[config.mk]
export PLATFORM = sky130hd
export DESIGN_NAME = mod18_enable_arbiter
export DESIGN_NICKNAME = d
export VERILOG_FILES = /design/src/rtl/mod18_enable_arbiter.sv
export SDC_FILE = /design/constraint.sdc
export NUM_CORES = 1
export LEC_CHECK = 0
export CAP_MARGIN = 20
export CORE_ASPECT_RATIO = 0.5
export CORE_MARGIN = 1.5
export CORE_UTILIZATION = 40
export CTS_BUF_LIST = sky130_fd_sc_hd__clkbuf_16
export CTS_CLUSTER_DIAMETER = 120
export CTS_CLUSTER_SIZE = 14
export DETAILED_ROUTE_END_ITERATION = 10
export PLACE_DENSITY = 0.66
export SYNTH_ARGS = -nofsm -noshare
export SYNTH_HDL_FRONTEND = slang
export SYNTH_SLANG_ARGS = --single-unit
[constraint.sdc]
create_clock -name clk -period 2.9 [get_ports clk]
set_input_delay 0.58 -clock clk [delete_from_list [all_inputs] [get_ports clk]]
set_output_delay 0.58 -clock clk [all_outputs]
set_load 0.03 [all_outputs]
[src/rtl/mod18_enable_arbiter.sv]
`default_nettype none
// ============================================================================
// Module   : mod18_enable_arbiter
// Purpose  : Round-robin time-slice arbiter sharing one external mod-MOD
//            counter among NREQ requesters; flags counter wrap events.
// Revision : 1.0 - initial release
// ============================================================================
module mod18_enable_arbiter #(
    parameter int NREQ    = 4,
    parameter int QUANTUM = 18,
    parameter int MOD     = 18,
    parameter int CW      = 5
) (
    input  logic                    clk,
    input  logic                    rst,
    input  logic [NREQ-1:0]         req,
    output logic [NREQ-1:0]         gnt,
    output logic                    enable,
    input  logic [CW-1:0]           cnt,
    output logic [$clog2(NREQ)-1:0] owner_id,
    output logic                    busy,
    output logic                    slice_done,
    output logic                    wrap
);

    localparam int              c_iw      = $clog2(NREQ);
    localparam logic [1:0]      c_st_idle = 2'd0;
    localparam logic [1:0]      c_st_run  = 2'd1;
    localparam logic [1:0]      c_st_gap  = 2'd2;
    localparam logic [7:0]      c_quantum = 8'(QUANTUM);
    localparam logic [CW-1:0]   c_last    = CW'(MOD - 1);
    localparam logic [NREQ-1:0] c_one     = {{(NREQ-1){1'b0}}, 1'b1};
    localparam logic [c_iw-1:0] c_max_id  = c_iw'(NREQ - 1);

    logic [1:0]      r_state;
    logic [NREQ-1:0] r_gnt;
    logic [c_iw-1:0] r_owner;
    logic [c_iw-1:0] r_ptr;
    logic [7:0]      r_slice;
    logic            r_slice_done;

    logic            w_found;
    logic [c_iw-1:0] w_pick;
    int              w_idx;
    logic            w_exit;
    logic [c_iw-1:0] w_ptr_nxt;
    logic [NREQ-1:0] w_onehot;

    // Scan downward in offset so the closest set request above the pointer wins.
    always_comb begin
        w_found = 1'b0;
        w_pick  = '0;
        w_idx   = 0;
        for (int k = NREQ - 1; k >= 0; k--) begin
            w_idx = int'(r_ptr) + k;
            if (w_idx >= NREQ) begin
                w_idx = w_idx - NREQ;
            end
            if (req[w_idx]) begin
                w_found = 1'b1;
                w_pick  = c_iw'(w_idx);
            end
        end
    end

    // r_slice holds completed enable cycles, so +1 counts the current one.
    assign w_exit    = !req[r_owner] || ((r_slice + 8'd1) == c_quantum);
    assign w_ptr_nxt = (r_owner == c_max_id) ? '0 : r_owner + 1'b1;
    assign w_onehot  = c_one << w_pick;

    always_ff @(posedge clk) begin
        if (rst) begin
            r_state      <= c_st_idle;
            r_gnt        <= '0;
            r_owner      <= '0;
            r_ptr        <= '0;
            r_slice      <= '0;
            r_slice_done <= 1'b0;
        end else begin
            r_slice_done <= 1'b0;
            case (r_state)
                c_st_idle, c_st_gap: begin
                    if (w_found) begin
                        r_gnt   <= w_onehot;
                        r_owner <= w_pick;
                        r_slice <= '0;
                        r_state <= c_st_run;
                    end else begin
                        r_state <= c_st_idle;
                    end
                end
                c_st_run: begin
                    if (w_exit) begin
                        r_gnt        <= '0;
                        r_ptr        <= w_ptr_nxt;
                        r_slice      <= '0;
                        r_slice_done <= 1'b1;
                        r_state      <= c_st_gap;
                    end else begin
                        r_slice <= r_slice + 8'd1;
                    end
                end
                default: begin
                    r_gnt   <= '0;
                    r_state <= c_st_idle;
                end
            endcase
        end
    end

    assign gnt        = r_gnt;
    assign enable     = |r_gnt;
    assign busy       = |r_gnt;
    assign owner_id   = r_owner;
    assign slice_done = r_slice_done;
    // Out-of-range counter values never match MOD-1, so faults stay silent.
    assign wrap       = enable && (cnt == c_last);

endmodule
`default_nettype wire

# After elaboration in Yosys (flattened, before gate mapping)
# Cells that the tools add are included.
totals:
  register_bits: 19
  latch_bits: 0
  ram_bits: 0
  rom_bits: 0
  inputBits: 11
  output_inout_bits: 10
  word_cells: 82
  n_memories: 0
op_classes:
  add_sub_neg: 9
  multipliers: 0
  div: 0
  magnitude_cmp: 9
  n_eq_ne: 7
  n_shift: 1
  muxes: 37
  bitwise: 1
  reduce_logical: 12
op_table:
  columns: ["operator", "count"]
  rows:
  - ["less-than comparator 32 x 4 -> 1 bit (second input constant)", 4]
  - ["2-to-1 mux 32 bit", 4]
  - ["2-to-1 mux 8 bit", 2]
  - ["one-hot mux 8 bit (2 select lines)", 1]
  - ["2-to-1 mux 1 bit", 15]
  - ["2-to-1 mux 2 bit", 6]
  - ["subtractor 3 x 3 -> 4 bit (second input constant)", 3]
  - ["binary-select mux 1 bit (select 2 bit)", 5]
  - ["greater-or-equal comparator 3 bit (second input constant)", 3]
  - ["adder 8 x 1 -> 8 bit (second input constant)", 1]
  - ["equality test 8 x 5 -> 1 bit (second input constant)", 1]
  - ["2-to-1 mux 4 bit", 2]
  - ["one-hot mux 4 bit (2 select lines)", 1]
  - ["AND reduction 2 bit", 4]
  - ["adder 2 x 2 -> 3 bit (second input constant)", 2]
  - ["equality test 5 bit (second input constant)", 1]
  - ["equality test 2 bit (second input constant)", 2]
  - ["!= test 2 bit (second input constant)", 2]
  - ["one-hot mux 2 bit (2 select lines)", 1]
  - ["OR reduction 2 bit", 2]
  - ["OR reduction 4 bit", 1]
  - ["left shift 1 x 2 -> 4 bit (first input constant)", 1]
  - ["subtractor 2 x 3 -> 4 bit (second input constant)", 1]
  - ["adder 2 x 1 -> 3 bit (second input constant)", 1]
  - ["other kinds (10)", 10]

# Logic depth before layout (Yosys ltp)
logic_depth:
  ltp_word: 13
  ltp_mapped: 8
  depth_no_buf: 7

# Worst setup path after synthesis
# OpenSTA, ideal clock, no wires.
synth_path:
  kind: "reg2out"
  start: "register r_gnt[3] (netlist: gnt[3])"
  end: "output wrap"
  arrival_time_ns: 1.485
  required_ns: 2.320
  slack_ns: 0.835
  path_stages_with_launch: 3
  n_path_buf: 0
  cell_sequence: "dfxtp_1 > or4_1 > and3_1"
synth_between:
  elab_chain_len: 2
synth_lines:
  columns: ["element", "line_no", "source"]
  rows:
  - ["from (decl)", "36", "logic [NREQ-1:0] r_gnt;"]
  - ["from (signal assigned)", "84", "r_gnt <= w_onehot;"]
  - ["OR reduction 4 bit", null, null]
  - ["net busy", "21", "output logic busy,"]
  - ["logical AND 1 bit", "117", "assign wrap = enable && (cnt == c_last);"]
  - ["to (decl)", "23", "output logic wrap"]
# The timed path passes the listed nets, and every way through them passes these cells.

# Worst setup path in the final report
layout_path:
  start: "input cnt[1]"
  end: "output wrap"
layout_between:
  elab_chain_len: 2
layout_lines:
  columns: ["element", "line_no", "source"]
  rows:
  - ["from (decl)", "19", "input logic [CW-1:0] cnt,"]
  - ["equality test 5 bit", "117", null]
  - ["logical AND 1 bit", "117", null]
# No other way between the ends.

==> results.sh <==
export IMPL_drv_slew=0
export IMPL_synth_distinct_cells=43
export IMPL_routed_top_layer="met4"
export IMPL_coreArea_um2=2640
export IMPL_r2r_start="r_slice[0]"
export IMPL_cts_resized=0
export IMPL_syn_area_um2=1120
export IMPL_clk_path_buf_depth=2
export IMPL_portBuffers=20
export IMPL_antenna_found_initial=0
export IMPL_p_leak_nw=0.481
export IMPL_fp_dieW_um=77.9
export IMPL_hold_path_startpoint="gnt[0]"
export IMPL_r2r_cells=7
export IMPL_run_status="complete, no violations"
export IMPL_p_per_area_nw_per_um2=495
export IMPL_worst_ep_arrival_time_ps=2110
export IMPL_fmax_mhz=372
export IMPL_wl_per_cell_um=13.3
export IMPL_dieArea_um2=3150
export IMPL_worst_pin_slew_ps=487
export IMPL_place_gp_congestion=0.692
export IMPL_final_cell_mix="20 x clkdlybuf4s50_1, 19 x dfxtp_1, 14 x nand2_1"
export IMPL_synth_seq_cells=19
export IMPL_grt_first_pass_wirelength_um=3880
export IMPL_dp_hpwl_um=1740
export IMPL_antenna_left=0
export IMPL_synth_fp_nets=144
export IMPL_drive_above_1_share_pct=6.85
export IMPL_tns_ps=0
export IMPL_postSynthCellCount=130
export IMPL_relSlewSlack_pct=67.5
export IMPL_start_util_pct=42.5
export IMPL_synth_top_cell_by_area="dfxtp_1"
export IMPL_dr_pass1_iters=4
export IMPL_via_per_inst=5.36
export IMPL_routed_wl_um=2440
export IMPL_endpoint_kind="output port"
export IMPL_cts_num_sinks=19
export IMPL_overflow=0
export IMPL_postCtsHoldBufs=0
export IMPL_cts_setup_buffers=0
export IMPL_grt_pass1_vias=826
export IMPL_cap_violations=0
export IMPL_worstPathMaxFanout=1
export IMPL_synth_main_ff_cell="dfxtp_1"
export IMPL_ys_top_cells_by_area="dfxtp_1 34%, nand2_1 4.7%, nand3b_1 4.0%"
export IMPL_min_period_ps=2690
export IMPL_worstSetupPathType="in -> out"
export IMPL_cts_buffers=3
export IMPL_io_pins=21
export IMPL_fin_ws_ps=214
export IMPL_yosysSeqAreaShare_pct=33.9
export IMPL_ir_drop_mv=0.224
export IMPL_antennaDiodeCount=0
export IMPL_rrSetupSlack_ps=860
export IMPL_hold_class="reg -> reg"
export IMPL_grt_max_degree=14
export IMPL_area_growth_pct=25.0
export IMPL_worstSetupEndpoint="wrap"
export IMPL_mostFrequentLayoutCell="clkdlybuf4s50_1"
export IMPL_crit_path_start_kind="primary input"
export IMPL_detail_route_wirelength_met1_um=1220
export IMPL_ys_async_sr_fraction_pct=0
export IMPL_grt_util_all_layers_pct=17.3
export IMPL_crit_required_ps=2320
export IMPL_crit_start="cnt[1]"
export IMPL_r2r_end="r_slice[5]"
export IMPL_synth_top_area_share_pct=33.9
export IMPL_synth_edf_count=0
export IMPL_initialDrtViolationCount=41
export IMPL_rows=13
export IMPL_cts_htree_levels=1
export IMPL_cts_root_buf="clkbuf_16"
export IMPL_cts_tree="done"
export IMPL_skew_ps=3.08
export IMPL_hold_violations=0
export IMPL_dp_slack_ps=203
export IMPL_drc=0
export IMPL_die_h_um=40.4
export IMPL_yosysWarnings=0
export IMPL_vias=981
export IMPL_nFillCells=265
export IMPL_fin_crit_sh_pct=92.6
export IMPL_dr_wl_met3_um=69
export IMPL_rsz0062_at_grt="no"
export IMPL_finalSetupViolCount=0
export IMPL_nets=161
export IMPL_clock_latency_ps=250
export IMPL_syn_avg_cell_area_um2=8.62
export IMPL_met2_length_um=1100
export IMPL_clk_pin_slew_ps=50
==> final cells by class <==
type / instances / area [um^2] / share of cell area (%)
sequential: 19 / 380 / 27.1
multi-input combinational: 100 / 681 / 48.6
clock buffer: 3 / 75.1 / 5.36
inverter: 2 / 7.51 / 0.536
timing repair buffer: 21 / 208 / 14.8
tap: 37 / 46.3 / 3.30
clock inverter: 1 / 3.75 / 0.268
==> where the power goes <==
part | internal, W | switching (W) | leakage (nW)
clock | 0.000183 | 0.0000956 | 0.0423
combinational | 0.0000579 | 0.0000727 | 0.284
sequential | 0.000273 | 0.0000113 | 0.155
total | 0.000514 | 0.000180 | 0.481
==> per-stage QoR <==
stage / power (W) / utilization (%) / hold slack, ps / area (um^2) / instances
3_3_place_gp: 0.000419 / 50.2 / 473 / 1320 / 179
4_1_cts: 0.000703 / 53.2 / 488 / 1400 / 183
5_1_grt: 0.000727 / 53.2 / 496 / 1400 / 183
6_report: 0.000694 / 53.2 / 482 / 1400 / 183
3_5_place_dp: 0.000420 / 50.2 / 476 / 1320 / 179
2_1_floorplan: 0.000370 / - / 479 / 1120 / 130
==> Yosys cell counts, drive strengths merged (2+ instances only) <==
master / count
nand3b: 6
or3: 4
a21oi: 8
nor3: 2
inv: 2
mux2i: 2
nand2b: 4
nor2: 8
nand4: 2
clkbuf: 3
o2bb2ai: 4
dfxtp: 19
a22o: 2
xnor2: 2
buf: 6
o21ai: 2
a31oi: 6
ha: 3
xor2: 2
and2: 2
nor2b: 3
nand2: 14
and3: 3
nand3: 6
==> worst min path at each step <==
stage                     endpoint  slack (ps)  depth (start not counted)
after floorplan           r_ptr[0]         480                          2
after global placement      gnt[0]         470                          1
after detailed placement    gnt[2]         480                          1
after CTS                   gnt[0]         490                          1
after global routing        gnt[2]         500                          1
final                       gnt[0]         480                          1
==> cell families after synthesis <==
| logic type | after synthesis | synth area share [%] |
|---|---|---|
| xor gates and xnor gates | 4 | 3.13 |
| buffers and inverters | 11 | 5.36 |
| and+or+nand+nor | 60 | 29.9 |
| muxes | 3 | 3.79 |
| DFF | 19 | 33.9 |
| AOI/OAI and AO/OA | 30 | 20.5 |
| adders and majority gates | 3 | 3.35 |
==> registers in the layout, indices dropped and copies added, names as in the netlist <==
name,cells
r_state,2
r_ptr,2
slice_done,1
r_slice,8
gnt,4
owner_id,2
==> layer usage <==
metal | GRT usage [%] | vias to the layer above
met2 | 29.1 | 10
met3 | 5.45 | 5
met1 | 21.0 | 456
met5 | 0 | -
li1 | - | 510
met4 | 8.18 | 0
==> critical path: stages <==
cell and delay (ps):
clkdlybuf4s50_1 400, nor4b_1 280, and3_1 190, clkdlybuf4s50_1 660
Note: power is estimated with default switching activity, not from simulation.
